<file path="src/rtl/axis_gpio_ascii_ctrl.sv">
// Byte-wide AXI4-Stream sniffer: captures GPIO_WIDTH ASCII '0'/'1' chars at BYTE_START and commits them to gpio_out per good frame.
// Optional rejected-frame counter on err_count when AXIS_GPIO_ERR_CNT_EN is defined.
module axis_gpio_ascii_ctrl #(
    parameter int BYTE_START = 42,
    parameter int GPIO_WIDTH = 4
) (
    input  logic                  clk,
    input  logic                  reset_n,
    input  logic [7:0]            s_axis_tdata,
    input  logic                  s_axis_tvalid,
    input  logic                  s_axis_tlast,
    output logic                  s_axis_tready,
    output logic [GPIO_WIDTH-1:0] gpio_out,
    output logic                  gpio_update,
    output logic                  frame_err,
`ifdef AXIS_GPIO_ERR_CNT_EN
    output logic [15:0]           err_count,
`endif
    output logic [1:0]            dbg_state_o
);

    typedef enum logic [1:0] {
        ST_SKIP    = 2'd0,
        ST_CAPTURE = 2'd1,
        ST_DRAIN   = 2'd2,
        ST_COMMIT  = 2'd3
    } state_t;

    localparam int              CW            = (GPIO_WIDTH > 1) ? $clog2(GPIO_WIDTH) : 1;
    localparam logic [CW-1:0]   LAST_CHAR     = CW'(GPIO_WIDTH - 1);
    localparam logic [15:0]     SKIP_LAST     = 16'(BYTE_START - 1);
    localparam bit              START_AT_ZERO = (BYTE_START == 0);

    state_t                  state_q, state_d;
    logic [15:0]             pos_q, pos_d;
    logic [GPIO_WIDTH-1:0]   shadow_q, shadow_d;
    logic                    bad_q, bad_d;
    logic [CW-1:0]           cnt_q, cnt_d;
    logic                    short_q, short_d;
    logic                    tready_q, tready_d;
    logic [GPIO_WIDTH-1:0]   gpio_q, gpio_d;
    logic                    upd_q, upd_d;
    logic                    ferr_q, ferr_d;
`ifdef AXIS_GPIO_ERR_CNT_EN
    logic [15:0]             errcnt_q, errcnt_d;
`endif

    // Handshake: a byte moves only on a cycle where s_axis_tvalid and s_axis_tready are both high;
    // tready is a register of the next state, never a function of tvalid.
    logic accept;
    logic char_bit;
    logic char_bad;
    logic capturing;

    always_comb begin
        accept    = s_axis_tvalid & tready_q;
        char_bit  = (s_axis_tdata == 8'h31);
        char_bad  = (s_axis_tdata != 8'h30) && (s_axis_tdata != 8'h31);
        capturing = (state_q == ST_CAPTURE) || ((state_q == ST_SKIP) && START_AT_ZERO);

        state_d  = state_q;
        pos_d    = pos_q;
        shadow_d = shadow_q;
        bad_d    = bad_q;
        cnt_d    = cnt_q;
        gpio_d   = gpio_q;
        upd_d    = 1'b0;
        short_d  = 1'b0;
        // A short frame seen last cycle reports its error now, matching the commit latency.
        ferr_d   = short_q;

        if (accept) begin
            if (s_axis_tlast) begin
                pos_d = 16'd0;
            end else if (pos_q != 16'hFFFF) begin
                pos_d = pos_q + 16'd1;
            end
        end

        case (state_q)
            ST_SKIP, ST_CAPTURE: begin
                if (accept) begin
                    if (capturing) begin
                        shadow_d = (shadow_q << 1) | GPIO_WIDTH'(char_bit);
                        bad_d    = bad_q | char_bad;
                        cnt_d    = cnt_q + 1'b1;
                        if (cnt_q == LAST_CHAR) begin
                            cnt_d   = '0;
                            state_d = s_axis_tlast ? ST_COMMIT : ST_DRAIN;
                        end else if (s_axis_tlast) begin
                            cnt_d   = '0;
                            bad_d   = 1'b0;
                            short_d = 1'b1;
                            state_d = ST_SKIP;
                        end else begin
                            state_d = ST_CAPTURE;
                        end
                    end else if (s_axis_tlast) begin
                        short_d = 1'b1;
                    end else if (pos_q == SKIP_LAST) begin
                        state_d = ST_CAPTURE;
                    end
                end
            end
            ST_DRAIN: begin
                if (accept && s_axis_tlast) begin
                    state_d = ST_COMMIT;
                end
            end
            ST_COMMIT: begin
                if (!bad_q) begin
                    gpio_d = shadow_q;
                    upd_d  = 1'b1;
                end else begin
                    ferr_d = 1'b1;
                end
                bad_d   = 1'b0;
                state_d = ST_SKIP;
            end
            default: begin
                state_d = ST_SKIP;
            end
        endcase

        tready_d = (state_d != ST_COMMIT);
    end

`ifdef AXIS_GPIO_ERR_CNT_EN
    always_comb begin
        errcnt_d = errcnt_q;
        if (ferr_d && (errcnt_q != 16'hFFFF)) begin
            errcnt_d = errcnt_q + 16'd1;
        end
    end
`endif

    always_ff @(posedge clk) begin
        if (!reset_n) begin
            state_q  <= ST_SKIP;
            pos_q    <= 16'd0;
            shadow_q <= '0;
            bad_q    <= 1'b0;
            cnt_q    <= '0;
            short_q  <= 1'b0;
            tready_q <= 1'b0;
            gpio_q   <= '0;
            upd_q    <= 1'b0;
            ferr_q   <= 1'b0;
`ifdef AXIS_GPIO_ERR_CNT_EN
            errcnt_q <= 16'd0;
`endif
        end else begin
            state_q  <= state_d;
            pos_q    <= pos_d;
            shadow_q <= shadow_d;
            bad_q    <= bad_d;
            cnt_q    <= cnt_d;
            short_q  <= short_d;
            tready_q <= tready_d;
            gpio_q   <= gpio_d;
            upd_q    <= upd_d;
            ferr_q   <= ferr_d;
`ifdef AXIS_GPIO_ERR_CNT_EN
            errcnt_q <= errcnt_d;
`endif
        end
    end

    assign s_axis_tready = tready_q;
    assign gpio_out      = gpio_q;
    assign gpio_update   = upd_q;
    assign frame_err     = ferr_q;
    assign dbg_state_o   = state_q;
`ifdef AXIS_GPIO_ERR_CNT_EN
    assign err_count     = errcnt_q;
`endif

endmodule

</file>
<file path="config.mk">
export PLATFORM = sky130hd
export DESIGN_NAME = axis_gpio_ascii_ctrl
export DESIGN_NICKNAME = d
export VERILOG_FILES = /design/src/rtl/axis_gpio_ascii_ctrl.sv
export SDC_FILE = /design/constraint.sdc
export NUM_CORES = 1
export LEC_CHECK = 0
export ABC_AREA = 1
export CAP_MARGIN = 40
export CORE_ASPECT_RATIO = 1.75
export CORE_MARGIN = 5
export CORE_UTILIZATION = 52
export CTS_BUF_LIST = sky130_fd_sc_hd__clkbuf_8
export DETAILED_ROUTE_END_ITERATION = 10
export PLACE_DENSITY_LB_ADDON = 0.3
export RECOVER_POWER = 100
export REMOVE_ABC_BUFFERS = 1
export SLEW_MARGIN = 10
export SYNTH_ARGS = -nofsm -noshare
export SYNTH_HDL_FRONTEND = slang
export SYNTH_SLANG_ARGS = --single-unit
</file>
<file path="constraint.sdc">
create_clock -name clk -period 1.5 [get_ports clk]
set_input_delay 0.3 -clock clk [delete_from_list [all_inputs] [get_ports clk]]
set_output_delay 0.3 -clock clk [all_outputs]
set_load 0.02 [all_outputs]
</file>
-- After elaboration in Yosys (flattened, before gate mapping)
Cells that the tools add are included.
- output and inout port bits: 9
- input bits: 12
- register bits: 33
- multiplexer cells: 24
- bitwise operators: 4
- add/subtract/negate cells: 2
- reduce and logical (&&, ||, !) cells: 12
- eq/ne operators: 12
- operators with widths (cell ; count):
    $mux 16 ; 2
    $add 16x1->16 const B ; 1
    $eq 16x6->1 const B ; 1
    $mux 2 ; 8
    $ne 16x16->1 const B ; 1
    $ne 8x6->1 const B ; 2
    $mux 1 ; 12
    $reduce_and 3->1 ; 3
    $eq 8x6->1 const B ; 1
    $eq 2x2->1 const B ; 3
    $ne 2x2->1 const B ; 3
    $pmux 2 s3 ; 1
    $reduce_and 2->1 ; 3
    $or 4x1->4 ; 1
    $reduce_bool 2->1 ; 2
    $add 2x1->2 const B ; 1
    $eq 2x1->1 const B ; 1
    $logic_and 1x1->1 ; 2
    $logic_not 2->1 ; 1
    $pmux 1 s2 ; 1
    $reduce_or 2->1 ; 1
    $and 1x1->1 ; 1
    $not 1->1 ; 1
    $or 1x1->1 ; 1

-- Longest topological paths before layout
- depth after elaboration: 8
- depth in mapped cells: 11

-- Least setup slack after synthesis
No wires, ideal clock.
- path kind: reg2reg
- start point: register pos_q[0]
- end point: register pos_q[11]
- buffers on the path: 1
- stages on the path, launching flop included: 10
- required time: 1.371 ns
- data arrival time: 1.381 ns
- library setup time: 0.129 ns
- slack: -0.010 ns
- cells stage by stage: dfxtp_1 > ha_1 > nand3_1 > nor2_4 > nand3_4 > nand2_4 > buf_8 > nor2_1 > nor2_1 > nor2_1
- cells in the longest elaborated chain, start to end: 3
- elaborated cells on any way between the ends: 6
- those cells by class: add/sub: 1; eq/ne: 1; mux: 2; reduce/logical: 2
- ends and longest elaborated chain (element ; RTL line ; text):
    start, declared ; 35 ; logic [15:0] pos_q, pos_d;
    start signal, assigned ; 154 ; pos_q <= pos_d;
    $add 16x1->16 or $ne 16x16->1 (tied branches) ; 76, 75 ;
    $mux 16 or $reduce_bool 2->1 (tied branches) ; - ;
    $mux 16 or $reduce_and 2->1 (tied branches) ; - ;
Parallel ways exist; a longest one is shown, timed or not. The select of a mux whose other input is x is not followed.
A chain may end at the register's enable or synchronous reset.

-- Worst setup path in the final report
- start point: input s_axis_tlast
- end point: register pos_q[9]
- cells in the longest elaborated chain, start to end: 2
- elaborated cells on any way between the ends: 3
- those cells by class: mux: 1; reduce/logical: 2
- ends and longest elaborated chain (element ; RTL line ; text):
    start, declared ; 11 ; input logic s_axis_tlast,
    $reduce_bool 2->1 (no line) ; - ;
    $reduce_and 2->1 (no line) ; - ;
Parallel ways exist; a longest one is shown, timed or not.

==> impl_metrics.csv <==
group,metric,value,unit
clocking,cts.clk_slew.worst_paths,70,ps
routing,wl_per_cell,13.0,um
routing,route.vias.total,2005,
timing,slew_violations,0,
synthesis,yosysWarnings,0,
pwr,cellPowerDensity,776,mW/mm2
synthesis,syn_inst,281,
synthesis,yosysUniqueCellTypes,23,
floorplanning,coreArea,0.00336,mm2
floorplanning,rows,28,
min_path,hold_end,"frame_err",
clocking,clock-sinks,33,
worst_setup_path,cpPeakStageDelay,440,ps
clocking,cts_root_buffer,"clkbuf_8",
run_status,status,"finished clean",
worst_setup_path,critical_path_class,"input port to flip-flop",
pwr,p_leak,1.04,nW
worst_setup_path,start_kind,"input port",
timing,slew_headroom,0.770,
routing,drt-total-wl,4950,um
global_routing,antenna_found_initial,0,
timing,finClkSkew,7.00,ps
finish,layout.cells.non_filler,380,
placed_design,placed_cells,369,
global_routing,grt_usage,0.234,
finish,drive_gt1_frac,0.233,
worst_setup_path,crit_chain,"clkdlybuf4s50_1 -> inv_2 -> nand3_2 -> nor2_4 -> nand3_4 -> buf_4 -> nand3_1 -> nand2_1 -> inv_1 -> nor2_1",
synthesis,synth.most_common_cell,"nor2_1",
global_routing,gr-total-overflow,0,
clocking,clk_path_buf_depth,2,
synthesis,synth_top_flop_cell,"dfxtp_1",
min_path,min_from,"short_q",
synthesis,synth.area.top_cells,"dfxtp_1 (37%), nor2_1 (15%), nand2_1 (12%)",
synthesis,ys_seq_area_frac,0.366,
worst_setup_path,crit_path_end_kind,"flip-flop",
clocking,cts_buffers,5,
worst_setup_path,crit_path_top_delay_cell,"clkdlybuf4s50_1",
timing,period_needed,1430,ps
routing,drtIter0Drc,74,
clocking,htree_levels,2,
clocking,cts_tree,"done",
routing,vias_per_cell,5.28,
synthesis,synth_top_area_cell,"dfxtp_1",
finish,syn_to_final_growth,36.3,%
finish,final_util,0.732,
global_routing,grt_pass1_vias,2013,
synthesis,synthArstFlopShare,0,
worst_setup_path,worstPathRequired,1680,ps
synthesis,ys_ff_latch,33,
placed_design,dp_hpwl,3660,um
worst_setup_path,reg2reg_from,"pos_q[1]",
finish,final_nets,350,
finish,design_area,0.00246,mm2
floorplanning,io_pins,21,
timing,max_freq,0.698,GHz
pwr,ir_drop,0.702,mV
timing,finalCritPeriodShare,0.955,
routing,drc_errors,0,
pwr,total_power,1.91,mW
timing,hold_violations,0,
synthesis,synth_area,0.00181,mm2
routing,drtPass1Iterations,4,
placed_design,port_buffers,20,
clocking,clock_latency,290,ps
synthesis,avgSynthCellArea,6.43,um2
worst_setup_path,timing.rr.end,"s_axis_tready",
routing,antenna_left,0,
timing,tightest_slew,344,ps
worst_setup_path,crit_arrival,1610,ps
floorplanning,start_util,0.537,
finish,antenna_cells,0,
global_routing,grt_max_degree,15,
worst_setup_path,r2r_setup_slack,90,ps
worst_setup_path,reg2reg_depth,12,
clocking,hold_buffers,0,
floorplanning,die_y,88.0,um
timing,timing.hold.ws,441,ps
job,cap_violations,0,
floorplanning,die-area,0.00480,mm2
synthesis,yosys-top-cells-count,"nor2_1 (70), nand2_1 (60), dfxtp_1 (33), inv_1 (33), o21ai_0 (17)",
global_routing,grt_pass1_wl,8270,um
min_path,hold_class,"flip-flop to flip-flop",
finish,fillers,271,
synthesis,synth_top_area_share,0.366,
worst_setup_path,cp_max_fo,5,
floorplanning,die_w,54.6,um
placed_design,gp_congestion,0.914,
synthesis,synth_edf_count,0,
timing,finalSetupViolCount,0,
min_path,min_path_cells,2,
placed_design,postPlaceCellArea,0.00224,mm2
worst max path at each step:
stage	from	to	slack, ps	cells after the start
2_1_floorplan	pos_q[0]	pos_q[1]	-30	8
3_3_place_gp	s_axis_tlast	pos_q[1]	-220	9
3_5_place_dp	s_axis_tlast	pos_q[1]	-250	9
4_1_cts	frame_err	frame_err	0.9	1
5_1_grt	pos_q[4]	pos_q[14]	-9	8
6_report	s_axis_tlast	pos_q[9]	70	10
metrics by stage:
step           setup slack, ps  TNS [ps]
6_report                  67.7         0
5_1_grt                  -9.12     -22.3
4_1_cts                  0.900         0
3_5_place_dp              -247     -4420
3_3_place_gp              -219     -3670
2_1_floorplan            -31.4     -31.4
sequential cells by signal, indices dropped and copies added (netlist names):
name,count
bad_q,1
cnt_q,2
dbg_state_o,2
frame_err,1
gpio_out,4
gpio_update,1
pos_q,16
s_axis_tready,1
shadow_q,4
short_q,1
repair_timing:
item,CTS,global route
setup endpoints to repair,16,19
setup buffers,0,3
pin swaps,0,13
gates resized for setup,11,34
hold endpoints to repair,0,0
cell usage in the layout (no fill, tap or decap), types with 6 or more instances in the layout:
cell	instances
nand2_1	54
clkbuf_8	6
nand3_1	10
clkdlybuf4s50_1	10
a21oi_1	10
dlygate4sd2_1	7
dfxtp_1	28
nor2_2	6
inv_2	7
buf_4	29
nand2_2	7
nor3_1	6
nor2_1	63
inv_1	31
o21ai_0	15
nand4_1	11
metal layers:
metal	vias to the layer above	part of all wire	track usage
met2	63	0.57	0.433
li1	990	-	-
met3	23	0.040	0.0511
met1	929	0.35	0.208
met4	0	0.044	0.163
met5	-	0	0
worst max-delay path, delay by kind of cell:
| kind | cells | cell delay (ps) |
|---|---|---|
| buffers and inverters | 4 | 770 |
| AND/OR/NAND/NOR | 6 | 550 |
report_power, final:
group | total (mW) | switching, mW | leakage, nW | internal [mW]
Sequential | 0.886 | 0.00526 | 0.269 | 0.881
Clock | 0.880 | 0.345 | 0.0626 | 0.535
Combinational | 0.145 | 0.0728 | 0.709 | 0.0726
Total | 1.91 | 0.423 | 1.04 | 1.49
layout make-up:
cell class	count	area, um2	area share
Clock inverter	2	33.8	0.0137
Clock buffer	6	82.6	0.0335
Multi-Input combinational cell	205	1060	0.429
Tap cell	45	56.3	0.0229
Inverter	38	145	0.0589
Sequential cell	33	669	0.272
Timing Repair Buffer	51	419	0.170
cell families (layout without fill, tap and decap cells):
group	count (synthesis)	after routing	share of synthesized area
simple gates	166	166	0.400
buf+inv	43	97	0.0970
flops	33	33	0.366
compound gates	32	32	0.0956
fa+ha+maj	4	4	0.0277
xor+xnor	3	3	0.0145
Note: power is estimated with default switching activity, not from simulation.
